===== src/rtl/uart_rx.sv =====
// Asynchronous serial receiver: synchronises rxd_in, samples each bit at mid-bit and
// presents characters with parity/frame error flags on a valid/ready stream.
module uart_rx #(
    parameter int    DATA_BITS    = 8,
    parameter string PARITY       = "NONE",
    parameter int    STOP_BITS    = 1,
    parameter int    BAUD_DIVIDER = 65535
) (
    input  logic       clk_in,
    input  logic       reset,
    input  logic       rxd_in,
    output logic [7:0] data,
    output logic       valid,
    input  logic       ready,
    output logic       parity_err,
    output logic       frame_err,
    output logic       overrun
);

    localparam logic        HAS_PARITY = (PARITY != "NONE");
    localparam logic        ODD_PARITY = (PARITY == "ODD");
    localparam logic [15:0] FULL_LAST  = 16'(BAUD_DIVIDER - 1);
    localparam logic [15:0] HALF_LAST  = 16'(BAUD_DIVIDER / 2 - 1);
    localparam logic [3:0]  DATA_LAST  = 4'(DATA_BITS - 1);
    localparam logic [3:0]  STOP_LAST  = 4'(STOP_BITS - 1);

    typedef enum logic [2:0] {S_IDLE, S_START, S_DATA, S_PARITY, S_STOP} state_t;

    state_t               state, state_nx;
    logic                 rx_meta, rxs, rxs_prev;
    logic [15:0]          cnt;
    logic [3:0]           bit_cnt;
    logic [DATA_BITS-1:0] shreg;
    logic                 accum, perr, ferr;
    logic                 fall, tick, frame_done;

    assign fall       = rxs_prev & ~rxs;
    // The start bit is timed to its middle, so every later full-bit tick lands mid-bit.
    assign tick       = (state == S_START) ? (cnt == HALF_LAST) : (cnt == FULL_LAST);
    assign frame_done = (state == S_STOP) && tick && (bit_cnt == STOP_LAST);

    // NOTE: sequential state always uses non-blocking assignments so every flop samples pre-edge values.
    always_ff @(posedge clk_in or posedge reset) begin
        if (reset) begin
            rx_meta  <= 1'b1;
            rxs      <= 1'b1;
            rxs_prev <= 1'b1;
        end else begin
            rx_meta  <= rxd_in;
            rxs      <= rx_meta;
            rxs_prev <= rxs;
        end
    end

    always_ff @(posedge clk_in or posedge reset) begin
        if (reset) state <= S_IDLE;
        else       state <= state_nx;
    end

    // NOTE: next state gets a default before the case so no path leaves it unassigned (no latch).
    always_comb begin
        state_nx = state;
        case (state)
            S_IDLE:   if (fall) state_nx = S_START;
            S_START:  if (tick) state_nx = rxs ? S_IDLE : S_DATA;
            S_DATA:   if (tick && bit_cnt == DATA_LAST) state_nx = HAS_PARITY ? S_PARITY : S_STOP;
            S_PARITY: if (tick) state_nx = S_STOP;
            S_STOP:   if (frame_done) state_nx = S_IDLE;
            default:  state_nx = S_IDLE;
        endcase
    end

    always_ff @(posedge clk_in or posedge reset) begin
        if (reset) begin
            cnt     <= '0;
            bit_cnt <= '0;
            shreg   <= '0;
            accum   <= 1'b0;
            perr    <= 1'b0;
            ferr    <= 1'b0;
        end else begin
            if ((state == S_IDLE && fall) || tick) cnt <= '0;
            else                                   cnt <= cnt + 16'd1;

            case (state)
                S_START: if (tick) begin
                    bit_cnt <= '0;
                    accum   <= ODD_PARITY;
                    perr    <= 1'b0;
                    ferr    <= 1'b0;
                end
                S_DATA: if (tick) begin
                    shreg   <= {rxs, shreg[DATA_BITS-1:1]};
                    accum   <= accum ^ rxs;
                    bit_cnt <= (bit_cnt == DATA_LAST) ? 4'd0 : bit_cnt + 4'd1;
                end
                S_PARITY: if (tick) perr <= accum ^ rxs;
                S_STOP: if (tick) begin
                    ferr    <= ferr | ~rxs;
                    bit_cnt <= bit_cnt + 4'd1;
                end
                default: ;
            endcase
        end
    end

    // Holding register: a completed frame is dropped (overrun) only if the held one is not leaving.
    always_ff @(posedge clk_in or posedge reset) begin
        if (reset) begin
            valid      <= 1'b0;
            data       <= '0;
            parity_err <= 1'b0;
            frame_err  <= 1'b0;
            overrun    <= 1'b0;
        end else begin
            overrun <= 1'b0;
            if (frame_done) begin
                if (!valid || ready) begin
                    valid      <= 1'b1;
                    data       <= 8'(shreg);
                    parity_err <= perr;
                    frame_err  <= ferr | ~rxs;
                end else begin
                    overrun <= 1'b1;
                end
            end else if (valid && ready) begin
                valid <= 1'b0;
            end
        end
    end

endmodule


===== config.mk =====
export PLATFORM = sky130hd
export DESIGN_NAME = uart_rx
export DESIGN_NICKNAME = d
export VERILOG_FILES = /design/src/rtl/uart_rx.sv
export SDC_FILE = /design/constraint.sdc
export NUM_CORES = 1
export LEC_CHECK = 0
export BUFFER_PORTS_ARGS = -buffer_cell sky130_fd_sc_hd__buf_2
export CAP_MARGIN = 15
export CORE_UTILIZATION = 59
export CTS_CLUSTER_SIZE = 30
export DETAILED_ROUTE_END_ITERATION = 6
export GPL_ROUTABILITY_DRIVEN = 0
export GPL_TIMING_DRIVEN = 0
export PLACE_DENSITY = 0.78
export SLEW_MARGIN = 20
export SYNTH_ARGS = -nofsm -noshare
export SYNTH_HDL_FRONTEND = slang
export SYNTH_SLANG_ARGS = --single-unit

===== constraint.sdc =====
create_clock -name clk_in -period 2.6 [get_ports clk_in]
set_clock_uncertainty 0.1 [all_clocks]
set_input_delay 0.26 -clock clk_in [delete_from_list [all_inputs] [get_ports clk_in]]
set_output_delay 0.26 -clock clk_in [all_outputs]
set_load 0.02 [all_outputs]

# [Yosys cells after proc, flatten, opt, wreduce, memory -nomap -nowiden]
# Index checks and enable logic that the tools add are counted.
[op_classes] n_bitwise=4 n_eq_ne=15 n_addsub=2 reduce_logical=23 mux=25
[op_table] operator="16-bit by 1-bit adder with 16-bit output, second input constant" n=1
[op_table] operator="16-bit by 15-bit equality test with 1-bit output, second input constant" n=1
[op_table] operator="16-bit equality test, second input constant" n=1
[op_table] operator="16-bit two-way mux" n=1
[op_table] operator="4-bit two-way mux" n=4
[op_table] operator="3-bit two-way mux" n=5
[op_table] operator="3-bit one-hot mux with 5 select lines" n=1
[op_table] operator="2-bit != test, second input constant" n=7
[op_table] operator="4-bit one-hot mux with 3 select lines" n=1
[op_table] operator="1-bit two-way mux" n=9
[op_table] operator="3-bit AND reduction" n=3
[op_table] operator="2-bit nonzero test" n=4
[op_table] operator="3-bit by 2-bit equality test with 1-bit output, second input constant" n=2
[op_table] operator="1-bit one-hot mux with 2 select lines" n=3
[op_table] operator="2-bit AND reduction" n=3
[op_table] operator="1-bit logical AND" n=5
[op_table] operator="5-bit AND reduction" n=1
[op_table] operator="4-bit by 1-bit adder with 4-bit output, second input constant" n=1
[op_table] operator="4-bit by 3-bit equality test with 1-bit output, second input constant" n=1
[op_table] operator="4-bit logical NOT" n=1
[op_table] operator="4-bit AND reduction" n=1
[op_table] operator="3-bit by 1-bit equality test with 1-bit output, second input constant" n=1
[op_table] operator="3-bit equality test, second input constant" n=1
[op_table] operator="3-bit logical NOT" n=1
[op_table] operator="other kinds (9)" n=10
[word_totals] regBits=49 output_inout_bits=12 in_bits=4 word_cells=84

# [Longest topological paths before layout]
[logic_depth] ltp_word=6 mapped_depth=7 depth_no_buf=6

# [Least setup slack after synthesis]
# OpenSTA, ideal clock, no wires.
[synth_path] path_type="register -> register" startpoint="register cnt[4]" endpoint="register data[0]" n_path_buf=1 setup_time_ns=0.125 required_ns=2.375 setup_slack_ns=0.408 arrival_ns=1.967 period_less_slack_ns=2.192 stages_incl_launch_ff=6 path_cell_list="dfrtp_1 > nand4_4 > or4_4 > nor4b_2 > buf_6 > mux2_2"
[synth_between] elab_chain_cells=5 word_cells_on_any_way=6 cone_classes="eq/ne: 2; mux: 1; reduce/logical: 3"
[synth_rtl] item="start: declaration" line_no="31" source="logic [15:0] cnt;"
[synth_rtl] item="start signal: assignment" line_no="83" source="else cnt <= cnt + 16'd1;"
[synth_rtl] item="16-bit equality test / 16-bit by 15-bit equality test with 1-bit output (equally long branches)" line_no="39" source="assign tick = (state == S_START) ? (cnt == HALF_LAST) : (cnt == FULL_LAST);"
[synth_rtl] item="1-bit two-way mux *" line_no="39"
[synth_rtl] item="1-bit logical AND * (2 in a row)" line_no="40" source="assign frame_done = (state == S_STOP) && tick && (bit_cnt == STOP_LAST);"
[synth_rtl] item="2-bit AND reduction (no source line) *"
[synth_rtl] item="end signal: assignment" line_no="120" source="data <= 8'(shreg);"
[synth_rtl] item="end: declaration" line_no="12" source="output logic [7:0] data,"
# Mark *: on every way between the ends. The rest lies on a longest branch, timed or not.
# A chain may end at the register's enable or synchronous reset.

# [Final worst setup path]
[layout_path] startpoint="register cnt[0]" endpoint="register cnt[11]"
[layout_between] elab_chain_cells=4 word_cells_on_any_way=6 cone_classes="add/sub: 1; eq/ne: 2; mux: 2; reduce/logical: 1"
[layout_rtl] item="parallel branches: the longest is 3 deep, another holds 16-bit by 1-bit adder with 16-bit output"
[layout_rtl] item="16-bit two-way mux *" line_no="82" source="if ((state == S_IDLE && fall) || tick) cnt <= '0;"
# Mark *: on every way between the ends.

==> results.md <==
* Vert. Die Dim at around 64 um
* Setup TNS at 0 ps
* CP arrival at 2530 ps
* Peak supply drop at 0.5939 mV
* Vias in the first global route at roughly 1,600
* First-pass iteration count of the detailed router at 5
* Reg2reg path depth at 7
* Total grt overflow at 0
* Reg clk slew, reported paths at 90 ps
* Pwr dens at approximately 650 mW/mm^2
* Final instance area at 0.002631 sq mm
* DRC at 0
* Port bufs at 15
* CP Launch Type: flip-flop
* Ys Warns at 0
* WL/cell at approximately 16 um
* Most common flop cell mapped by yosys: dfrtp_1
* Final setup margin at 155.4 ps
* Slew Limit Fails at 0
* Worst-Skew Late Latency at about 300 ps
* Part of the cycle the worst path needs at between 90% and 100%
* Setup Buffers After CTS at 0
* Die footprint at approximately 0.0042 sq mm
* Layout cell share with drive strength beyond 1 at roughly a quarter
* CP Capture Type: flip-flop
* Min Tclk post-route at around 2400 ps
* FF-to-FF End: cnt[11]$_DFF_PP0_
* Lkg Pwr at 1.227 nW
* Cell Rows at 22
* Pre-CTS WS at ~100 ps
* Detailed Route Iter0 Violations at roughly 220
* CTS tree: done
* Synthesis-to-layout area growth at 14.23%
* Unique masters post-synth at 46
* Clk buf depth at 2
* Status: finished clean
* CP Max Fanout at 10
* Clock tree sinks at 49
* Clock buffer count from CTS at 5
* Worst-Margin Slew at between 700 and 800 ps
* Final core utilization at between 70% and 80%
* FF-to-FF setup slack at roughly 160 ps
* Hold Vio Cnt, Final at 0
* RSZ-0062 raised after global routing: false
* Initial antenna violation count at 0
* Detail-routed via count per cell at just under 6
* Post-DP Area at approximately 0.0025 sq mm
* Synth Register Bits at 49
* Layout Nets at roughly 240
* Root buffer cell: clkbuf_8
* Antenna Cells at 0
* Synth async-reset ratio at 100.0%
* Final wirelength at 4539 um
* H-tree Lvls at 2
* Critical path type: flip-flop to flip-flop
* CP required at about 2700 ps
* Core box area at between 0.003 and 0.004 sq mm
* Initial Util at 61.99%
* GRT Total Usage at about a quarter
* # IOs at 16
* Hold EP: overrun$_DFF_PP0_
* Mapped Cells at about 200
* # setup viols final at 0
* Class of the tightest hold or removal check: input port to flip-flop
* Mapped Avg Cell Area at roughly 11 sq um
* Critical R2R Launch: cnt[0]$_DFF_PP0_
* Vias at 1,670
* Post-synth EDFFs at 0
* Global-route wire length before repair at about 7500 um
* Worst Hold Depth at 3
* Chip width at ~64 um
* Post-synthesis sequential area ratio at a little over half
* Hpwl dp at 3242 um
* Detail Route Antenna Nets at 0
* Slew headroom at roughly half
* Hold path startpoint: ready
* Post-Syn Area at 0.002303 sq mm
* Fmax at 0.4091 GHz
* Pin count of the biggest net entering global routing at 27
* Max-cap violations at 0
* Post-Syn Nets at between 200 and 250
## worst max path at each step
stage                                     from                      to  slack [ps]  cells past startpoint
final                         cnt[0]$_DFF_PP0_       cnt[11]$_DFF_PP0_         160                      7
after CTS                     cnt[0]$_DFF_PP0_  bit_cnt[3]$_DFFE_PP0P_          80                      6
after detailed placement      cnt[0]$_DFF_PP0_  bit_cnt[3]$_DFFE_PP0P_         100                      6
after global routing          cnt[0]$_DFF_PP0_       cnt[11]$_DFF_PP0_           4                      7
after global placement    state[2]$_DFFE_PP0P_       cnt[12]$_DFF_PP0_         170                      6
after floorplan               cnt[4]$_DFF_PP0_     data[0]$_DFFE_PP0P_         410                      5
## what timing repair did
| item | 4_1_cts | 5_1_grt |
|---|---|---|
| hold buffers | 2 | 0 |
| resized for setup | 0 | 2 |
| endpoints found under the setup margin | 0 | 15 |
| hold endpoints to repair | 21 | 0 |
## where the power goes
group / total [mW] / switching [mW] / internal, mW / leakage, nW
sequential: 0.896 / 0.0793 / 0.817 / 0.660
clock: 0.633 / 0.251 / 0.382 / 0.0681
combinational: 0.193 / 0.113 / 0.0804 / 0.499
## placed cells by master, fill, tap and decap left out, types with 2 or more instances in the layout
master         instances
o31ai_1                2
nand2_1               15
nand3_1                9
mux2_2                18
dfrtp_1               46
ha_1                   4
dfstp_2                3
bufinv_16              2
a21oi_1                2
dlygate4sd3_1          2
nor4_1                 4
clkbuf_8               5
a31oi_1                2
a31o_2                 2
nor3_1                 4
nand2b_1               4
xor2_1                 7
o21ai_0                2
inv_1                  7
nor2_1                25
nor3b_1                2
xnor2_1               10
nand4_1                7
buf_2                 18
## worst max-delay path: stages (launching register included)
cell and delay, ps:
dfrtp_1 430, inv_1 80, ha_1 170, nand4_1 150
or4_4 500, o21ai_1 480, buf_2 320, nor2_1 90
## layout make-up
cell class                      instances  area, sq um
Timing Repair Buffer                   18        122.6
Clock buffer                            5        68.82
Sequential cell                        49         1230
Clock inverter                          3        65.06
Tap cell                               48        60.06
Inverter                                8        30.03
Fill cell                             272         1085
Buffer                                  6        33.78
Multi-Input combinational cell        143         1021
## cell families after synthesis
group	Yosys count	synth area share [%]
multiplexers	19	9.234
adder cells (fa/ha/maj)	4	2.173
buffers and inverters	14	2.770
AND/OR/NAND/NOR	82	19.23
flip-flops	49	53.39
XOR/XNOR	17	6.464
AO/OA/AOI/OAI	21	6.736
## through the flow
stage | power (mW) | cells | hold WS (ps)
floorplan | 1.039 | 206 | 164.5
global route | 1.798 | 280 | 148.6
detailed placement | 1.101 | 270 | 233.4
finish | 1.722 | 280 | 140.7
CTS | 1.736 | 280 | 132.8
global placement | 1.073 | 269 | 248.0
## cell usage after synthesis (all sizes together), types with 3 or more instances
cell    count  area [sq um]
buf         5         30.02
dfrtp      46          1151
dfstp       3         78.83
ha          4         50.05
inv         8         30.03
mux2       18         202.7
nand2      15         56.30
nand2b      4         25.02
nand3       9         45.04
nand4       8         65.06
nor2       25         93.84
nor3        4         20.02
nor3b       3         22.52
nor4        5         31.28
o21ai       3         15.01
xnor2      10         87.58
xor2        7         61.31
## registers in the layout, indices dropped and copies added (netlist names)
name / cells
accum: 1
shreg: 8
parity_err: 1
overrun: 1
ferr: 1
bit_cnt: 4
valid: 1
perr: 1
state: 3
data: 8
rx_meta: 1
frame_err: 1
rxs: 1
cnt: 16
rxs_prev: 1
## per-layer routing
layer  routed length, um  GRT usage (%)  vias to the layer above  part of all wire, %
li1                    -              -                      783                    -
met1                1931          30.47                      821                   43
met2                2321          39.34                       58                   51
met3                 200          5.458                        8                  4.4
met4                  86          12.22                        0                  1.9
met5                   0              0                        -                    0
Power figures use the tool's default switching activity.
